`config.mk`:
```
export PLATFORM = sky130hd
export DESIGN_NAME = pe_os_acc_flat
export DESIGN_NICKNAME = d
export VERILOG_FILES = /design/src/rtl/pe_os_acc_if.sv /design/src/rtl/pe_os_acc.sv /design/src/flat_wrapper.sv
export SDC_FILE = /design/constraint.sdc
export NUM_CORES = 1
export LEC_CHECK = 0
export CORE_MARGIN = 2
export CORE_UTILIZATION = 35
export CTS_CLUSTER_DIAMETER = 40
export DETAILED_ROUTE_END_ITERATION = 7
export GPL_TIMING_DRIVEN = 0
export PLACE_DENSITY = 0.49
export SLEW_MARGIN = 20
export SYNTH_ARGS = -nofsm -noshare
export SYNTH_HDL_FRONTEND = slang
export SYNTH_SLANG_ARGS = --single-unit
```
`constraint.sdc`:
```
create_clock -name i_clk -period 8.5 [get_ports i_clk]
set_clock_uncertainty 0.2 [all_clocks]
set_input_delay 0.85 -clock i_clk [delete_from_list [all_inputs] [get_ports i_clk]]
set_output_delay 0.85 -clock i_clk [all_outputs]
set_load 0.1 [all_outputs]
```
`src/rtl/pe_os_acc_if.sv`:
```
// pe_os_acc_if: operand-stream, forwarding and drain-chain signals of one
// output-stationary processing element.
//   i_en, i_valid, i_last, i_mode, i_A, i_B : compute-side inputs
//   o_A, o_B, o_valid, o_last, o_mode        : registered east/south forward
//   i_shift, i_C, i_C_valid                  : drain chain from upstream
//   o_C, o_C_valid                           : result register
//   o_sat, o_err                             : sticky status flags
// modport slave is the PE itself; modport master is whatever drives it.
interface pe_os_acc_if #(
  parameter int W     = 16,
  parameter int ACC_W = 32
);
  logic             i_en;
  logic             i_valid;
  logic             i_last;
  logic             i_mode;
  logic [W-1:0]     i_A;
  logic [W-1:0]     i_B;
  logic [W-1:0]     o_A;
  logic [W-1:0]     o_B;
  logic             o_valid;
  logic             o_last;
  logic             o_mode;
  logic             i_shift;
  logic [ACC_W-1:0] i_C;
  logic             i_C_valid;
  logic [ACC_W-1:0] o_C;
  logic             o_C_valid;
  logic             o_sat;
  logic             o_err;

  modport slave (
    input  i_en, i_valid, i_last, i_mode, i_A, i_B,
    input  i_shift, i_C, i_C_valid,
    output o_A, o_B, o_valid, o_last, o_mode,
    output o_C, o_C_valid, o_sat, o_err
  );

  modport master (
    output i_en, i_valid, i_last, i_mode, i_A, i_B,
    output i_shift, i_C, i_C_valid,
    input  o_A, o_B, o_valid, o_last, o_mode,
    input  o_C, o_C_valid, o_sat, o_err
  );
endinterface

```
`src/rtl/pe_os_acc.sv`:
```
// pe_os_acc: output-stationary systolic PE. Multiplies streamed A/B pairs,
// accumulates into an ACC_W-bit accumulator (saturating when SAT=1, wrapping
// otherwise) until a pair marked last, then parks the tile result in a
// result register that drains along a column shift chain.
// Ports:
//   i_clk : clock, rising edge
//   i_rst : synchronous active-high reset, clears every register
//   bus   : pe_os_acc_if.slave (operand stream, forward, drain chain, flags)
// Parameters: W operand width, ACC_W accumulator width (>= 2*W),
//   SAT 1 = saturate on overflow, 0 = wrap.
module pe_os_acc #(
  parameter int W     = 16,
  parameter int ACC_W = 32,
  parameter bit SAT   = 1'b1
) (
  input  logic        i_clk,
  input  logic        i_rst,
  pe_os_acc_if.slave  bus
);

  localparam int PW = 2 * W;

  // Sign- or zero-extend both operands to PW bits, then multiply. The low PW
  // bits of that product are the exact signed or unsigned product.
  function automatic logic [PW-1:0] mul_ext(input logic [W-1:0] a,
                                            input logic [W-1:0] b,
                                            input logic         mode);
    logic signed [PW-1:0] ea;
    logic signed [PW-1:0] eb;
    ea = {{W{mode & a[W-1]}}, a};
    eb = {{W{mode & b[W-1]}}, b};
    return ea * eb;
  endfunction

  function automatic logic [ACC_W-1:0] prod_ext(input logic [PW-1:0] p,
                                                input logic          mode);
    logic signed [PW-1:0] ps;
    ps = p;
    if (mode) return ACC_W'(ps);
    else      return ACC_W'(p);
  endfunction

  // Clamp value for an overflowed add; neg selects the negative signed rail.
  function automatic logic [ACC_W-1:0] sat_clamp(input logic neg,
                                                 input logic mode);
    if (!mode)    return '1;
    else if (neg) return {1'b1, {(ACC_W-1){1'b0}}};
    else          return {1'b0, {(ACC_W-1){1'b1}}};
  endfunction

  // Returns {overflow, result}. Signed overflow: like-signed inputs whose sum
  // sign differs; unsigned overflow: carry out of the ACC_W+1 bit sum.
  function automatic logic [ACC_W:0] acc_add(input logic [ACC_W-1:0] acc,
                                             input logic [ACC_W-1:0] p,
                                             input logic             mode);
    logic [ACC_W:0]   sum;
    logic             ovf;
    logic [ACC_W-1:0] res;
    sum = {1'b0, acc} + {1'b0, p};
    if (mode) ovf = (acc[ACC_W-1] == p[ACC_W-1]) && (sum[ACC_W-1] != acc[ACC_W-1]);
    else      ovf = sum[ACC_W];
    res = sum[ACC_W-1:0];
    if (ovf && SAT) res = sat_clamp(acc[ACC_W-1], mode);
    return {ovf, res};
  endfunction

  logic [W-1:0]            a_p1;
  logic [W-1:0]            b_p1;
  logic                    vld_p1;
  logic                    last_p1;
  logic                    mode_p1;
  logic [PW-1:0]           prod_p2;
  logic                    vld_p2;
  logic                    last_p2;
  logic                    mode_p2;
  logic signed [ACC_W-1:0] acc_p3;
  logic [ACC_W-1:0]        c_q;
  logic                    c_vld_q;
  logic                    sat_q;
  logic                    err_q;

  logic [PW-1:0]    prod_nxt;
  logic [ACC_W-1:0] pext;
  logic [ACC_W:0]   add_r;
  logic [ACC_W-1:0] sum;
  logic             ovf;
  logic             step3;
  logic             commit;

  assign prod_nxt = mul_ext(a_p1, b_p1, mode_p1);
  assign pext     = prod_ext(prod_p2, mode_p2);
  assign add_r    = acc_add(acc_p3, pext, mode_p2);
  assign sum      = add_r[ACC_W-1:0];
  assign ovf      = add_r[ACC_W];
  assign step3    = bus.i_en & vld_p2;
  assign commit   = step3 & last_p2;

  always_ff @(posedge i_clk) begin
    if (i_rst) begin
      a_p1    <= '0;
      b_p1    <= '0;
      vld_p1  <= 1'b0;
      last_p1 <= 1'b0;
      mode_p1 <= 1'b0;
      prod_p2 <= '0;
      vld_p2  <= 1'b0;
      last_p2 <= 1'b0;
      mode_p2 <= 1'b0;
      acc_p3  <= '0;
    end else if (bus.i_en) begin
      // stage 1: operand capture, doubles as the forwarding register
      a_p1    <= bus.i_A;
      b_p1    <= bus.i_B;
      vld_p1  <= bus.i_valid;
      last_p1 <= bus.i_valid & bus.i_last;
      mode_p1 <= bus.i_mode;
      // stage 2: product
      prod_p2 <= prod_nxt;
      vld_p2  <= vld_p1;
      last_p2 <= last_p1;
      mode_p2 <= mode_p1;
      // stage 3: accumulate; a last pair empties acc for the next tile
      if (vld_p2) acc_p3 <= last_p2 ? '0 : sum;
    end
  end

  // result register / drain chain, free-running with respect to i_en
  always_ff @(posedge i_clk) begin
    if (i_rst) begin
      c_q     <= '0;
      c_vld_q <= 1'b0;
      sat_q   <= 1'b0;
      err_q   <= 1'b0;
    end else begin
      if (step3 && ovf) sat_q <= 1'b1;
      if (bus.i_shift) begin
        c_q     <= bus.i_C;
        c_vld_q <= bus.i_C_valid;
        if (commit) err_q <= 1'b1;
      end else if (commit) begin
        if (!c_vld_q) begin
          c_q     <= sum;
          c_vld_q <= 1'b1;
        end else begin
          err_q   <= 1'b1;
        end
      end
    end
  end

  assign bus.o_A       = a_p1;
  assign bus.o_B       = b_p1;
  assign bus.o_valid   = vld_p1;
  assign bus.o_last    = last_p1;
  assign bus.o_mode    = mode_p1;
  assign bus.o_C       = c_q;
  assign bus.o_C_valid = c_vld_q;
  assign bus.o_sat     = sat_q;
  assign bus.o_err     = err_q;

endmodule

```
`src/flat_wrapper.sv`:
```
// flat-port wrapper written by rule: the top's interface ports become plain ports
module pe_os_acc_flat 
#(
  parameter int W     = 16,
  parameter int ACC_W = 32,
  parameter bit SAT   = 1'b1
)
  (i_clk, i_rst, bus_i_en, bus_i_valid, bus_i_last, bus_i_mode, bus_i_A, bus_i_B, bus_i_shift, bus_i_C, bus_i_C_valid, bus_o_A, bus_o_B, bus_o_valid, bus_o_last, bus_o_mode, bus_o_C, bus_o_C_valid, bus_o_sat, bus_o_err);
  pe_os_acc_if #(.W(W), .ACC_W(ACC_W)) bus_i ();
  input  logic i_clk;
  input  logic i_rst;
  input wire logic [$bits(bus_i.i_en)-1:0] bus_i_en;
  input wire logic [$bits(bus_i.i_valid)-1:0] bus_i_valid;
  input wire logic [$bits(bus_i.i_last)-1:0] bus_i_last;
  input wire logic [$bits(bus_i.i_mode)-1:0] bus_i_mode;
  input wire logic [$bits(bus_i.i_A)-1:0] bus_i_A;
  input wire logic [$bits(bus_i.i_B)-1:0] bus_i_B;
  input wire logic [$bits(bus_i.i_shift)-1:0] bus_i_shift;
  input wire logic [$bits(bus_i.i_C)-1:0] bus_i_C;
  input wire logic [$bits(bus_i.i_C_valid)-1:0] bus_i_C_valid;
  output wire logic [$bits(bus_i.o_A)-1:0] bus_o_A;
  output wire logic [$bits(bus_i.o_B)-1:0] bus_o_B;
  output wire logic [$bits(bus_i.o_valid)-1:0] bus_o_valid;
  output wire logic [$bits(bus_i.o_last)-1:0] bus_o_last;
  output wire logic [$bits(bus_i.o_mode)-1:0] bus_o_mode;
  output wire logic [$bits(bus_i.o_C)-1:0] bus_o_C;
  output wire logic [$bits(bus_i.o_C_valid)-1:0] bus_o_C_valid;
  output wire logic [$bits(bus_i.o_sat)-1:0] bus_o_sat;
  output wire logic [$bits(bus_i.o_err)-1:0] bus_o_err;
  assign bus_i.i_en = bus_i_en;
  assign bus_i.i_valid = bus_i_valid;
  assign bus_i.i_last = bus_i_last;
  assign bus_i.i_mode = bus_i_mode;
  assign bus_i.i_A = bus_i_A;
  assign bus_i.i_B = bus_i_B;
  assign bus_i.i_shift = bus_i_shift;
  assign bus_i.i_C = bus_i_C;
  assign bus_i.i_C_valid = bus_i_C_valid;
  assign bus_o_A = bus_i.o_A;
  assign bus_o_B = bus_i.o_B;
  assign bus_o_valid = bus_i.o_valid;
  assign bus_o_last = bus_i.o_last;
  assign bus_o_mode = bus_i.o_mode;
  assign bus_o_C = bus_i.o_C;
  assign bus_o_C_valid = bus_i.o_C_valid;
  assign bus_o_sat = bus_i.o_sat;
  assign bus_o_err = bus_i.o_err;
  pe_os_acc #(.W(W), .ACC_W(ACC_W), .SAT(SAT)) u_core (.i_clk(i_clk), .i_rst(i_rst), .bus(bus_i));
endmodule
```
==> summary.txt <==
Outcome
  – Result of the run: finished clean

Worst setup path
  – Crit Path Max Fanout: 10
  – WP data arrival: 7920 ps
  – Type of origin of the critical path: flip-flop
  – Reg-to-reg startpoint: u_core.bus.o_A[4]
  – Beginning of the critical path: u_core.bus.o_A[4]
  – Data required, critical path: 8670 ps
  – Worst Path Class, Setup: reg2reg
  – Worst setup EP type: flip-flop

Floorplan
  – Area of the core: 48600 sq um
  – I/O pins: 142
  – Die width: 225 um
  – Initial cell density of the core: 0.353
  – Die ar.: 50800 sq um
  – DIE HEIGHT: 225 um
  – Number of placement rows: 81

Synthesis
  – Cell Area, Synth: 17200 sq um
  – Number of flip-flops and latches in the synthesized netlist: 137
  – Cell type with the highest aggregate area in the netlist: fa_1
  – Gate count after technology mapping: 1889
  – Largest cells by area after synthesis: fa_1, dfxtp_1, ha_1
  – Mean area per synthesized cell: 9.08 sq um
  – Count of distinct cell types in the synthesized netlist: 71
  – Share of the yosys chip area belonging to registers: 0.160
  – Ys async rst share: 0
  – Main flop type after synthesis: dfxtp_1
  – Synthesis Warnings: 0
  – Top-area cell type share of the netlist area: 0.330
  – Post-synth EDFFs: 0
  – Total nets after synthesis: 2358

Final layout
  – Multi-input gate area: 12900 sq um
  – Share of layout cells above drive strength 1: 0.0359
  – Total of fill cells in the finished design: 4979
  – Area growth, synth to finish: 16.1%
  – Count of nets after finishing: 2516
  – Final Util: 0.410
  – Final std cells w/o fill: 2684
  – FF+latch area: 2740 sq um
  – Commonest non-fill, non-tap cell in the layout: inv_1
  – Top library cells by usage in the layout, fill and taps aside: inv_1, fa_1, nand2_1, clkdlybuf4s50_1, dfxtp_1

Timing
  – Slew of the pin with the lowest slew margin: 1100 ps
  – Final Setup Violations: 0
  – Hold slack: 263 ps
  – Unrepaired setup endpoints after global routing: no
  – Crit path time final: 7740 ps
  – Post-route fraction of the period consumed by the critical path: 0.911
  – Final-report max-slew violation count: 0
  – Worst slew margin relative to its limit: 0.257
  – Worst setup slack after layout: 757 ps
  – Final sum of negative setup slack: 0 ps
  – Maximum frequency from static timing analysis: 129 MHz
  – Hold Fails Final Rpt: 0

Clocking
  – CTS buffer count: 17
  – Post-CTS Setup Inserts: 0
  – Number of gates resized after CTS: 0
  – Number of hold buffers added after cts: 0
  – Clk Tree Root Cell: clkbuf_16
  – Clock tree from TritonCTS: done
  – Maximum count of clock buffers along a single path: 2
  – Clk Latency, worst-skew pair: 490 ps
  – Number of clock sinks: 137
  – Clock Pin Slew Worst Setup and Hold Paths: 70 ps
  – Number of levels in the clock H-tree: 4

Routing
  – Iteration-0 DRC count of the detailed router: 694
  – Average routed wire per standard cell: 19.8 um
  – Remaining antenna violation count after routing: 0
  – Via density per instance: 5.10
  – DR pass1 iterations: 5
  – Total wirelength of the detailed-routed design: 53.1 mm
  – DRC violation count after routing: 0
  – Routed via count: 13700

Power
  – Switching power total: 894 uW
  – Internal power contribution: 1370 uW
  – Largest vdd supply drop: 0.154 mV
  – Total power divided by cell area: 114 nW/um^2
  – Clk network pwr share: 0.339
  – Leakage power figure: 0.00931 uW
  – Logic pwr share: 0.339
  – Net Sw Frac: 0.395
  – Share of power burned in registers: 0.322

Min path
  – Hold crit path type: reg2reg
  – Worst hold path startpoint: u_core.acc_p3[0]

Placement
  – Detailed placer's ending HPWL: 43.6 mm
  – Quantity of I/O buffers inserted on ports: 139
  – Routability cong.: 0.853
  – Post-place setup slack: 940 ps
  – Instance count after placement with tap cells included: 2650

GRT
  – Global routing usage summed across all routing layers: 0.224
  – Maximum number of pins on one net before global-route repair: 17
  – Via count of the first global-routing pass: 14600
  – GRT Residual Overflow: 0
  – Global-route wire length before repair: 84.2 mm
  – Number of antenna violations at the first check in global routing: 3

Flow run
  – Count of max-cap constraint violations: 0
-- state kept, by name (all words and copies together), names as in the netlist, 16 cells and up --
signal and cells:
u_core.bus.o_A 16, u_core.bus.o_B 16, u_core.bus.o_C 32, u_core.acc_p3 32, u_core.pext 32
-- final timing paths --
kind / end / slack (ps) / cells after the start
hold / removal: u_core.acc_p3[0] / 260 / 2
hold reg to reg: u_core.acc_p3[0] / 260 / 2
setup reg to reg: u_core.pext[23] / 760 / 20
setup / recovery: u_core.pext[23] / 760 / 20
-- power groups by stage --
stage               registers, uW  clock network (uW)  logic [uW]
finish                        729                 768         769
global route                  734                 815         853
CTS                           730                 795         778
detailed placement            744                   0         774
global placement              744                   0         769
floorplan                     845                   0         413
-- routing by layer --
| metal | vias up | track usage | wire length (um) |
|---|---|---|---|
| met5 | - | 0 | 0 |
| met4 | 0 | 0.0786 | 1490 |
| met3 | 71 | 0.0343 | 2410 |
| met2 | 286 | 0.364 | 24900 |
| met1 | 6948 | 0.304 | 24300 |
| li1 | 6382 | - | - |
-- cell type report --
class                      count  area share
antenna                        2    0.000251
buffer                        85      0.0186
clock buffer                  19      0.0227
clock inverter                13     0.00672
inverter                     318      0.0599
multi-input combinational   1349       0.645
sequential                   137       0.138
tap                          622      0.0391
timing repair buffer         139      0.0698
-- synthesized netlist by cell type (all sizes together) (4+ instances only) --
master	instances
inv	318
fa	283
nand2	221
dfxtp	137
and2	129
ha	114
nor2	104
clkbuf	69
a21oi	63
mux2i	46
o21ai	45
xnor2	39
a22oi	33
o211ai	32
a21o	24
o221ai	24
xor2	24
buf	16
and3	14
o21a	14
nor3	13
nand3	12
a211oi	10
nand2b	9
nor2b	8
or3	8
o21bai	7
o22ai	6
or2	6
a31o	5
a31oi	5
nand4	5
o31a	5
a21boi	4
-- critical path: stages, from the launching register on --
cell	delay, ps
dfxtp_1	800
clkbuf_1	680
nand2_1	180
fa_1	530
fa_1	500
inv_1	50
ha_1	190
fa_1	480
inv_1	50
fa_1	540
inv_1	50
fa_1	460
ha_1	230
or3_1	440
o311ai_0	960
nand2_1	310
o21a_1	280
o21a_1	180
o21ai_0	250
nand4_1	130
o311ai_0	130
-- kinds of logic after synthesis --
family | synth area share
and+or+nand+nor | 0.152
AOI/OAI and AO/OA | 0.124
muxes | 0.0275
xor gates and xnor gates | 0.0322
buffers and inverters | 0.0911
DFF | 0.160
adders and majority gates | 0.413
-- stage by stage --
| step | cell area [sq um] | power, uW |
|---|---|---|
| floorplan | 17200 | 1260 |
| global placement | 19300 | 1510 |
| detailed placement | 19300 | 1520 |
| CTS | 19900 | 2300 |
| global route | 19900 | 2400 |
| finish | 19900 | 2270 |
Note: power is estimated with default switching activity, not from simulation.
